`config.mk`:
```
export PLATFORM = sky130hd
export DESIGN_NAME = ps2_decoder
export DESIGN_NICKNAME = d
export VERILOG_FILES = /design/src/rtl/ps2_pkg.sv /design/src/rtl/ps2_sync_filter.sv /design/src/rtl/ps2_decoder.sv
export SDC_FILE = /design/constraint.sdc
export NUM_CORES = 1
export LEC_CHECK = 0
export CORE_MARGIN = 10
export CORE_UTILIZATION = 30
export DETAILED_ROUTE_END_ITERATION = 7
export HOLD_SLACK_MARGIN = 0.02
export SLEW_MARGIN = 20
export SYNTH_ARGS = -nofsm -noshare
export SYNTH_HDL_FRONTEND = slang
export SYNTH_SLANG_ARGS = --single-unit
```
`constraint.sdc`:
```
create_clock -name clock -period 3 [get_ports clock]
set_input_delay 0.9 -clock clock [delete_from_list [all_inputs] [get_ports clock]]
set_output_delay 0.9 -clock clock [all_outputs]
set_load 0.005 [all_outputs]
```
`src/rtl/ps2_pkg.sv`:
```
// Shared constants, state encoding and code classifiers for the PS/2 scan-code set 2 decoder.
package ps2_pkg;

    localparam logic [7:0] PS2_BREAK = 8'hF0;
    localparam logic [7:0] PS2_EXT   = 8'hE0;
    localparam logic [7:0] PS2_PAUSE = 8'hE1;

    // Bytes following E1 that belong to the pause sequence and are swallowed.
    localparam logic [2:0] PS2_PAUSE_SKIP = 3'd7;

    // Controller responses (ACK, BAT OK, echo, resend, BAT fail) and overrun codes.
    localparam int unsigned PS2_NUM_DISCARD = 7;
    localparam logic [7:0] PS2_DISCARD [PS2_NUM_DISCARD] = '{
        8'hFA, 8'hAA, 8'hEE, 8'hFE, 8'hFC, 8'h00, 8'hFF
    };

    typedef enum logic [2:0] {
        StIdle,
        StBrk,
        StExt,
        StExtBrk,
        StPause
    } ps2_state_e;

    function automatic logic is_discard(input logic [7:0] b);
        logic hit;
        hit = 1'b0;
        for (int i = 0; i < PS2_NUM_DISCARD; i++) begin
            if (b == PS2_DISCARD[i]) hit = 1'b1;
        end
        return hit;
    endfunction

    // Fake left/right shift codes the keyboard wraps around some extended keys.
    function automatic logic is_fake_shift(input logic [7:0] b);
        return (b == 8'h12) || (b == 8'h59);
    endfunction

endpackage

```
`src/rtl/ps2_sync_filter.sv`:
```
// Two-flop synchroniser followed by a FILTER-sample debounce on an asynchronous PS/2 line.
// Idles high; fall_o pulses for one cycle after the filtered level drops from 1 to 0.
module ps2_sync_filter #(
    parameter int unsigned FILTER = 8
) (
    input  logic clock,
    input  logic reset,
    input  logic raw_i,
    output logic level_o,
    output logic fall_o
);

    localparam int unsigned CntW = $clog2(FILTER + 1);

    logic            sync1_q, sync2_q;
    logic            level_q, level_d;
    logic            fall_q, fall_d;
    logic [CntW-1:0] cnt_q, cnt_d;

    always_comb begin
        level_d = level_q;
        fall_d  = 1'b0;
        cnt_d   = '0;
        // Any sample agreeing with the current level restarts the run count.
        if (sync2_q != level_q) begin
            if (cnt_q == CntW'(FILTER - 1)) begin
                level_d = sync2_q;
                fall_d  = ~sync2_q;
            end else begin
                cnt_d = cnt_q + 1'b1;
            end
        end
    end

    always_ff @(posedge clock or negedge reset) begin
        if (!reset) begin
            sync1_q <= 1'b1;
            sync2_q <= 1'b1;
            level_q <= 1'b1;
            fall_q  <= 1'b0;
            cnt_q   <= '0;
        end else begin
            sync1_q <= raw_i;
            sync2_q <= sync1_q;
            level_q <= level_d;
            fall_q  <= fall_d;
            cnt_q   <= cnt_d;
        end
    end

    assign level_o = level_q;
    assign fall_o  = fall_q;

endmodule

```
`src/rtl/ps2_decoder.sv`:
```
// PS/2 keyboard receiver: deserialises 11-bit frames and resolves F0/E0/E1 prefixes into
// one strobe per key event. Define PS2_PARITY_CHECK_EN to reject frames with bad odd parity.
module ps2_decoder
    import ps2_pkg::*;
#(
    parameter int unsigned FILTER  = 8,
    parameter int unsigned TIMEOUT = 24000
) (
    input  logic       clock,
    input  logic       reset,
    input  logic       ps2_clk,
    input  logic       ps2_data,
    output logic       strobe,
    output logic [7:0] code,
    output logic       pressed,
    output logic       extended,
    output logic       error
);

    localparam int unsigned ToW = $clog2(TIMEOUT + 1);

    logic clk_fall, data_filt;

    ps2_sync_filter #(.FILTER(FILTER)) u_clk_filter (
        .clock   (clock),
        .reset   (reset),
        .raw_i   (ps2_clk),
        .level_o (),
        .fall_o  (clk_fall)
    );

    ps2_sync_filter #(.FILTER(FILTER)) u_data_filter (
        .clock   (clock),
        .reset   (reset),
        .raw_i   (ps2_data),
        .level_o (data_filt),
        .fall_o  ()
    );

    logic [3:0]     bit_cnt_q, bit_cnt_d;
    logic [7:0]     shift_q, shift_d;
    logic           start_bad_q, start_bad_d;
    logic [ToW-1:0] to_cnt_q, to_cnt_d;
    logic           timeout, frame_done, frame_err, byte_valid;
`ifdef PS2_PARITY_CHECK_EN
    logic           par_bad_q, par_bad_d;
`endif

    ps2_state_e state_q, state_d;
    logic [2:0] skip_q, skip_d;
    logic       emit, emit_pressed, emit_ext;

    logic       strobe_q, strobe_d, error_q, error_d;
    logic       pressed_q, pressed_d, extended_q, extended_d;
    logic [7:0] code_q, code_d;

    assign timeout = (to_cnt_q == ToW'(TIMEOUT));

    always_comb begin
        bit_cnt_d   = bit_cnt_q;
        shift_d     = shift_q;
        start_bad_d = start_bad_q;
        to_cnt_d    = '0;
        frame_done  = 1'b0;
`ifdef PS2_PARITY_CHECK_EN
        par_bad_d   = par_bad_q;
`endif
        // An abandoned frame also swallows a falling edge landing on the same cycle.
        if (timeout) begin
            bit_cnt_d = '0;
        end else if (clk_fall) begin
            if (bit_cnt_q == 4'd0) begin
                start_bad_d = data_filt;
            end else if (bit_cnt_q <= 4'd8) begin
                shift_d = {data_filt, shift_q[7:1]};
`ifdef PS2_PARITY_CHECK_EN
            end else if (bit_cnt_q == 4'd9) begin
                par_bad_d = ((^shift_q) == data_filt);
`endif
            end else if (bit_cnt_q == 4'd10) begin
                frame_done = 1'b1;
            end
            bit_cnt_d = (bit_cnt_q == 4'd10) ? 4'd0 : bit_cnt_q + 4'd1;
        end else if (bit_cnt_q != 4'd0) begin
            to_cnt_d = to_cnt_q + 1'b1;
        end
    end

`ifdef PS2_PARITY_CHECK_EN
    assign frame_err = start_bad_q | ~data_filt | par_bad_q;
`else
    assign frame_err = start_bad_q | ~data_filt;
`endif
    assign byte_valid = frame_done & ~frame_err;

    always_comb begin
        state_d      = state_q;
        skip_d       = skip_q;
        emit         = 1'b0;
        emit_pressed = 1'b0;
        emit_ext     = 1'b0;
        if (timeout) begin
            state_d = StIdle;
            skip_d  = '0;
        end else if (byte_valid) begin
            unique case (state_q)
                StIdle: begin
                    if (shift_q == PS2_BREAK) begin
                        state_d = StBrk;
                    end else if (shift_q == PS2_EXT) begin
                        state_d = StExt;
                    end else if (shift_q == PS2_PAUSE) begin
                        state_d = StPause;
                        skip_d  = PS2_PAUSE_SKIP;
                    end else begin
                        emit = ~is_discard(shift_q);
                    end
                end
                StExt: begin
                    if (shift_q == PS2_BREAK) begin
                        state_d = StExtBrk;
                    end else begin
                        state_d  = StIdle;
                        emit     = ~is_fake_shift(shift_q);
                        emit_ext = 1'b1;
                    end
                end
                StBrk: begin
                    state_d      = StIdle;
                    emit         = 1'b1;
                    emit_pressed = 1'b1;
                end
                StExtBrk: begin
                    state_d      = StIdle;
                    emit         = ~is_fake_shift(shift_q);
                    emit_pressed = 1'b1;
                    emit_ext     = 1'b1;
                end
                StPause: begin
                    skip_d = skip_q - 3'd1;
                    if (skip_q == 3'd1) state_d = StIdle;
                end
                default: state_d = StIdle;
            endcase
        end
    end

    always_comb begin
        strobe_d   = emit;
        error_d    = frame_done & frame_err;
        code_d     = emit ? shift_q : code_q;
        pressed_d  = emit ? emit_pressed : pressed_q;
        extended_d = emit ? emit_ext : extended_q;
    end

    always_ff @(posedge clock or negedge reset) begin
        if (!reset) begin
            bit_cnt_q   <= '0;
            shift_q     <= '0;
            start_bad_q <= 1'b0;
            to_cnt_q    <= '0;
`ifdef PS2_PARITY_CHECK_EN
            par_bad_q   <= 1'b0;
`endif
            state_q     <= StIdle;
            skip_q      <= '0;
            strobe_q    <= 1'b0;
            error_q     <= 1'b0;
            code_q      <= 8'h00;
            pressed_q   <= 1'b1;
            extended_q  <= 1'b0;
        end else begin
            bit_cnt_q   <= bit_cnt_d;
            shift_q     <= shift_d;
            start_bad_q <= start_bad_d;
            to_cnt_q    <= to_cnt_d;
`ifdef PS2_PARITY_CHECK_EN
            par_bad_q   <= par_bad_d;
`endif
            state_q     <= state_d;
            skip_q      <= skip_d;
            strobe_q    <= strobe_d;
            error_q     <= error_d;
            code_q      <= code_d;
            pressed_q   <= pressed_d;
            extended_q  <= extended_d;
        end
    end

    assign strobe   = strobe_q;
    assign error    = error_q;
    assign code     = code_q;
    assign pressed  = pressed_q;
    assign extended = extended_q;

endmodule

```
# ---- Yosys cells after proc, flatten, opt, wreduce, memory -nomap -nowiden
# Index checks and enable logic that the tools add are counted.
dict set report word_totals {
  reg_bits 61
  in_bits 4
  out_inout_bits 12
  elab_cells 136
}
dict set report op_classes {
  mux 58
  n_bitwise 10
  order_cmp 1
  n_addsub 5
  reduce_logical 15
  n_eq_ne 27
}
# cell n
set op_table {}
lappend op_table {{$eq A8 B8 Y1 const B} 9}
lappend op_table {{$mux W15} 3}
lappend op_table {{$mux W3} 11}
lappend op_table {{$mux W1} 32}
lappend op_table {{$mux W4} 7}
lappend op_table {{$add A15 B1 Y15 const B} 1}
lappend op_table {{$eq A15 B15 Y1 const B} 1}
lappend op_table {{$add A4 B1 Y4 const B} 3}
lappend op_table {{$ne A3 B3 Y1 const B} 4}
lappend op_table {{$pmux W3 S3} 1}
lappend op_table {{$eq A4 B3 Y1 const B} 2}
lappend op_table {{$eq A8 B5 Y1 const B} 1}
lappend op_table {{$eq A8 B7 Y1 const B} 1}
lappend op_table {{$logic_not A8 Y1} 1}
lappend op_table {{$not A1 Y1} 7}
lappend op_table {{$eq A3 B1 Y1 const B} 2}
lappend op_table {{$eq A3 B2 Y1 const B} 2}
lappend op_table {{$pmux W3 S2} 1}
lappend op_table {{$reduce_and A3 Y1} 2}
lappend op_table {{$ne A5 B5 Y1 const B} 1}
lappend op_table {{$reduce_and A5 Y1} 1}
lappend op_table {{$eq A4 B4 Y1 const B} 1}
lappend op_table {{$le A4 B4 Y1 const B} 1}
lappend op_table {{$logic_not A4 Y1} 1}
lappend op_table {{16 further kinds} 20}

# ---- Depth between registers and ports, before layout
dict set report logic_depth {
  depth_word 21
  depth_mapped 8
  ltp_nobuf 7
}

# ---- Hierarchy
# From an unflattened synthesis, not the netlist that was laid out.
dict set report unflattened {
  cells_unflattened 272
  hier_area_um2 3045.4
}
# mod area_per_inst_um2 seq_area_each_um2 instances cells_each
set modules_own_cells {}
lappend modules_own_cells {ps2_decoder 2407.3 1152.4 1 228}
lappend modules_own_cells {ps2_sync_filter 319.1 203.9 2 22}

# ---- Worst setup path after synthesis
# OpenSTA, ideal clock, no wires.
dict set report synth_path {
  kind {reg-to-reg}
  startpoint {register to_cnt_q[0]}
  endpoint {register shift_q[0]}
  required_time_ns 2.875
  t_arrival_ns 2.073
  path_stages_with_launch 8
  setup_ns 0.125
  synth_period_minus_slack_ns 2.198
  path_slack_ns 0.802
  n_path_buf 0
  cell_sequence {dfrtp_1 -> inv_1 -> ha_1 -> or4b_1 -> nor4_2 -> nor2_1 -> nand3b_2 -> mux2_2}
}
dict set report synth_via {
  elab_chain_cells 3
}
# element line
set synth_rtl {}
lappend synth_rtl {{start, declared} ps2_decoder.sv:43} ;# logic [ToW-1:0] to_cnt_q, to_cnt_d;
lappend synth_rtl {{start signal, assigned} ps2_decoder.sv:176} ;# to_cnt_q <= to_cnt_d;
lappend synth_rtl {{$eq A15 B15 Y1} ps2_decoder.sv:57} ;# assign timeout = (to_cnt_q == ToW'(TIMEOUT));
lappend synth_rtl {{$not A1 Y1 (no source line)} -}
lappend synth_rtl {{$reduce_and A4 Y1 (no source line)} -}
lappend synth_rtl {{end signal, assigned} ps2_decoder.sv:174} ;# shift_q <= shift_d;
lappend synth_rtl {{end, declared} ps2_decoder.sv:41} ;# logic [7:0] shift_q, shift_d;
# Every way passes these cells.
# A chain may end at the register's enable or synchronous reset.

# ---- Worst setup path in the final report
dict set report layout_path {
  startpoint {register to_cnt_q[0]}
  endpoint {register code_q[5], in the netlist code[5]}
}
dict set report layout_via {
  elab_chain_cells 5
}
# element line
set layout_rtl {}
lappend layout_rtl {{$eq A15 B15 Y1 *} ps2_decoder.sv:57}
lappend layout_rtl {{$mux W1} ps2_decoder.sv:69} ;# if (timeout) begin
lappend layout_rtl {{$and A1 B1 Y1} ps2_decoder.sv:94} ;# assign byte_valid = frame_done & ~frame_err;
lappend layout_rtl {{$mux W1} ps2_decoder.sv:105} ;# end else if (byte_valid) begin
lappend layout_rtl {{$mux W1 *} ps2_decoder.sv:102} ;# if (timeout) begin
lappend layout_rtl {{named net emit} ps2_decoder.sv:51} ;# logic emit, emit_pressed, emit_ext;
lappend layout_rtl {{end signal, assigned} ps2_decoder.sv:184} ;# code_q <= code_d;
lappend layout_rtl {{end, declared} ps2_decoder.sv:55} ;# logic [7:0] code_q, code_d;
# The timed path passes the listed nets; every way through them passes the cells marked *.

==> results.toml <==
[outcome]
status = "complete, no violations"

[cts]
cts_setup_buffers = 0
clock_sinks = 61
cts_root_buffer = "clkbuf_8"
cts-hold-fix-buffers = 0
htree_levels = 3
cts_made_buffers = 9
cts_buffer_depth = 2
cts_tree = "done"
clk_pin_slew_ps = 60
worstSkewPairLatency_ps = 330
ctsResizeCount = 0

[detailed_routing]
drt-total-wl_mm = 5.40
routed-via-count = 2091
viasPerCell = 4.82
drt_first_pass_iters = 4
drtAntennaViolNets = 0
drcViolationCount = 0
avgRoutedWirePerCell_um = 12.4
first_iter_violations = 65

[logic_synthesis]
ys_seq_area_share_pct = 50.8
synth_area_leaders = "dfrtp_1 (45%), dfstp_2 (6.1%), mux2_2 (4.1%), mux2_4 (4.0%), nor2_1 (3.4%)"
yosysMostFrequentCell = "dfrtp_1"
syn_area_sq_um = 3020
synth_warnings = 0
synthCells = 278
ys_ff_latch = 61
synth_top_area_share_pct = 44.7
synthArstFlopShare_pct = 100
synthTopCellsByCount = "dfrtp_1 (54), nor2_1 (27), a21oi_1 (16)"
synth_edf_count = 0
yosys_most_used_dff = "dfrtp_1"
ys_types = 52
synth_area_per_cell_sq_um = 10.9
synth_top_area_cell = "dfrtp_1"
syn_nets = 288

[timing]
tightest_slew_ps = 743
setup_tns_ps = 0
setup_viol = 0
drv_slew = 0
fmax_mhz = 413
rsz0062_at_grt = "no"
fin_crit_ps = 2420
hold_violations = 0
relSlewSlack_pct = 50.5
fin_skew_ps = 3.90
finalCritPeriodShare_pct = 80.7
finalWorstSetupSlack_ps = 578

[floorplan]
pin_count = 16
die_h_um = 120
row_count = 36
initial_core_util_pct = 30.9
floorplan.die_area_sq_um = 14500
core_sq_um = 9770
die_w_um = 120

[setup_path]
path_cells = "inv_1, ha_1, or4b_1, nor4_2, buf_4, nand4b_4, nor4_4, buf_4, mux2_4"
cp_common_cell = "buf_4"
critPathMaxStageDelay_ps = 440
crit_path_max_fanout = 15
cp.arrival_ps = 2640
start_kind = "register"
end_kind = "register"
worstSetupPathType = "reg2reg"
worst_path_max_delay_cell = "or4b_1"
required_ps = 3220

[placement]
port_buffers = 15
post-place-cells = 418
preCtsSetupSlack_ps = 560
dpl.hpwl_mm = 3.72
gp_congestion = 0.783

[power_and_ir_drop]
power.total_mw = 1.80
powerDensity_nw_per_um2 = 513
p_leak_nw = 1.54
ir_worst_vdd_v = 0.000302

[grt]
globalRouteTotalUtil_pct = 7.92
grt_antenna_before_repair = 0
grt_max_degree = 62
grt_pass1_vias = 2028
grt_pass1_wl_mm = 9.53
overflow = 0

[layout]
utilization_pct = 35.9
antenna_cells = 0
fin_nets = 306
drive_above_1_share_pct = 17.6
syn2layout_area_growth_pct = 16.3
final_cell_count_no_fill = 434

[hold_path]
hp-class = "reg2reg"

[flow_run]
max-cap-violations = 0
[placed cells by master (no fill, tap or decap), types with 2 or more instances in the layout]
master / n
ha_1: 6
or4b_1: 2
mux2_2: 11
mux2_4: 8
clkdlybuf4s50_1: 14
nor2_1: 27
nand3b_1: 3
dfstp_2: 7
o21ai_0: 8
or3_1: 6
o2111ai_1: 2
nor4_1: 4
inv_1: 13
clkbuf_8: 12
nand2_1: 15
xor2_1: 10
and3_1: 5
nand4_1: 5
nor3b_1: 3
dfrtp_1: 54
xnor2_1: 7
and4b_1: 2
nand3_1: 10
nor3_1: 8
nand2b_1: 2
nor4b_1: 2
a21oi_1: 16
nor2b_1: 6
a31o_1: 2
buf_4: 4
[area by class of cell]
cell class	instances	area, sq um
Clock buffer	13	169
Clock inverter	3	42.5
Fill cell	987	6260
Inverter	13	48.8
Multi-Input combinational cell	192	1380
Sequential cell	61	1540
Tap cell	133	166
Timing Repair Buffer	19	175
[kinds of logic after synthesis]
group,Yosys count,share of synthesized area (%)
simple gates,110,21.5
flops,61,50.8
compound gates,40,8.53
buf+inv,25,3.65
mux,19,8.08
xor+xnor,17,4.93
fa+ha+maj,6,2.49
[layer usage]
metal  global-route usage, %  routed length, um
met3                    2.89                264
met5                       0                  0
met4                    3.24                 63
met1                    9.93               2580
met2                    12.1               2490
[worst max-delay path: cells and delay by family (launching register included)]
family,cells,cell delay (ps)
AND/OR/NAND/NOR,4,950
buffers and inverters,3,500
flip-flops,1,410
multiplexers,1,310
adder cells (fa/ha/maj),1,130
[state kept, by name (all words and copies together), names as in the netlist, 3 cells and up]
name	flops
to_cnt_q	15
bit_cnt_q	4
state_q	3
shift_q	8
skip_q	3
u_clk_filter.cnt_q	4
code	8
u_data_filter.cnt_q	4
[stage by stage]
| stage | hold slack, ps | area [sq um] |
|---|---|---|
| CTS | 358 | 3510 |
| finish | 355 | 3510 |
| global route | 360 | 3510 |
| floorplan | 345 | 3020 |
| detailed placement | 348 | 3300 |
| global placement | 346 | 3300 |
[final timing paths]
path | startpoint | to | slack [ps] | depth (start not counted)
worst max-delay path | to_cnt_q[0]$_DFF_PN0_ | code[5]$_DFFE_PN0P_ | 580 | 9
worst max register to register | to_cnt_q[0]$_DFF_PN0_ | code[5]$_DFFE_PN0P_ | 580 | 9
worst min-delay path | u_clk_filter.sync1_q$_DFF_PN1_ | u_clk_filter.sync2_q$_DFF_PN1_ | 360 | 0
worst min register to register | u_clk_filter.sync1_q$_DFF_PN1_ | u_clk_filter.sync2_q$_DFF_PN1_ | 360 | 0
min in group asynchronous | reset | to_cnt_q[8]$_DFF_PN0_ | 720 | 2
max in group asynchronous | reset | extended$_DFFE_PN0P_ | 1800 | 2
[power breakdown]
part	internal [mW]	switching [mW]
Sequential	0.880	0.0402
Combinational	0.0600	0.0610
Clock	0.451	0.309
Total	1.39	0.411
Note: power is estimated with default switching activity, not from simulation.
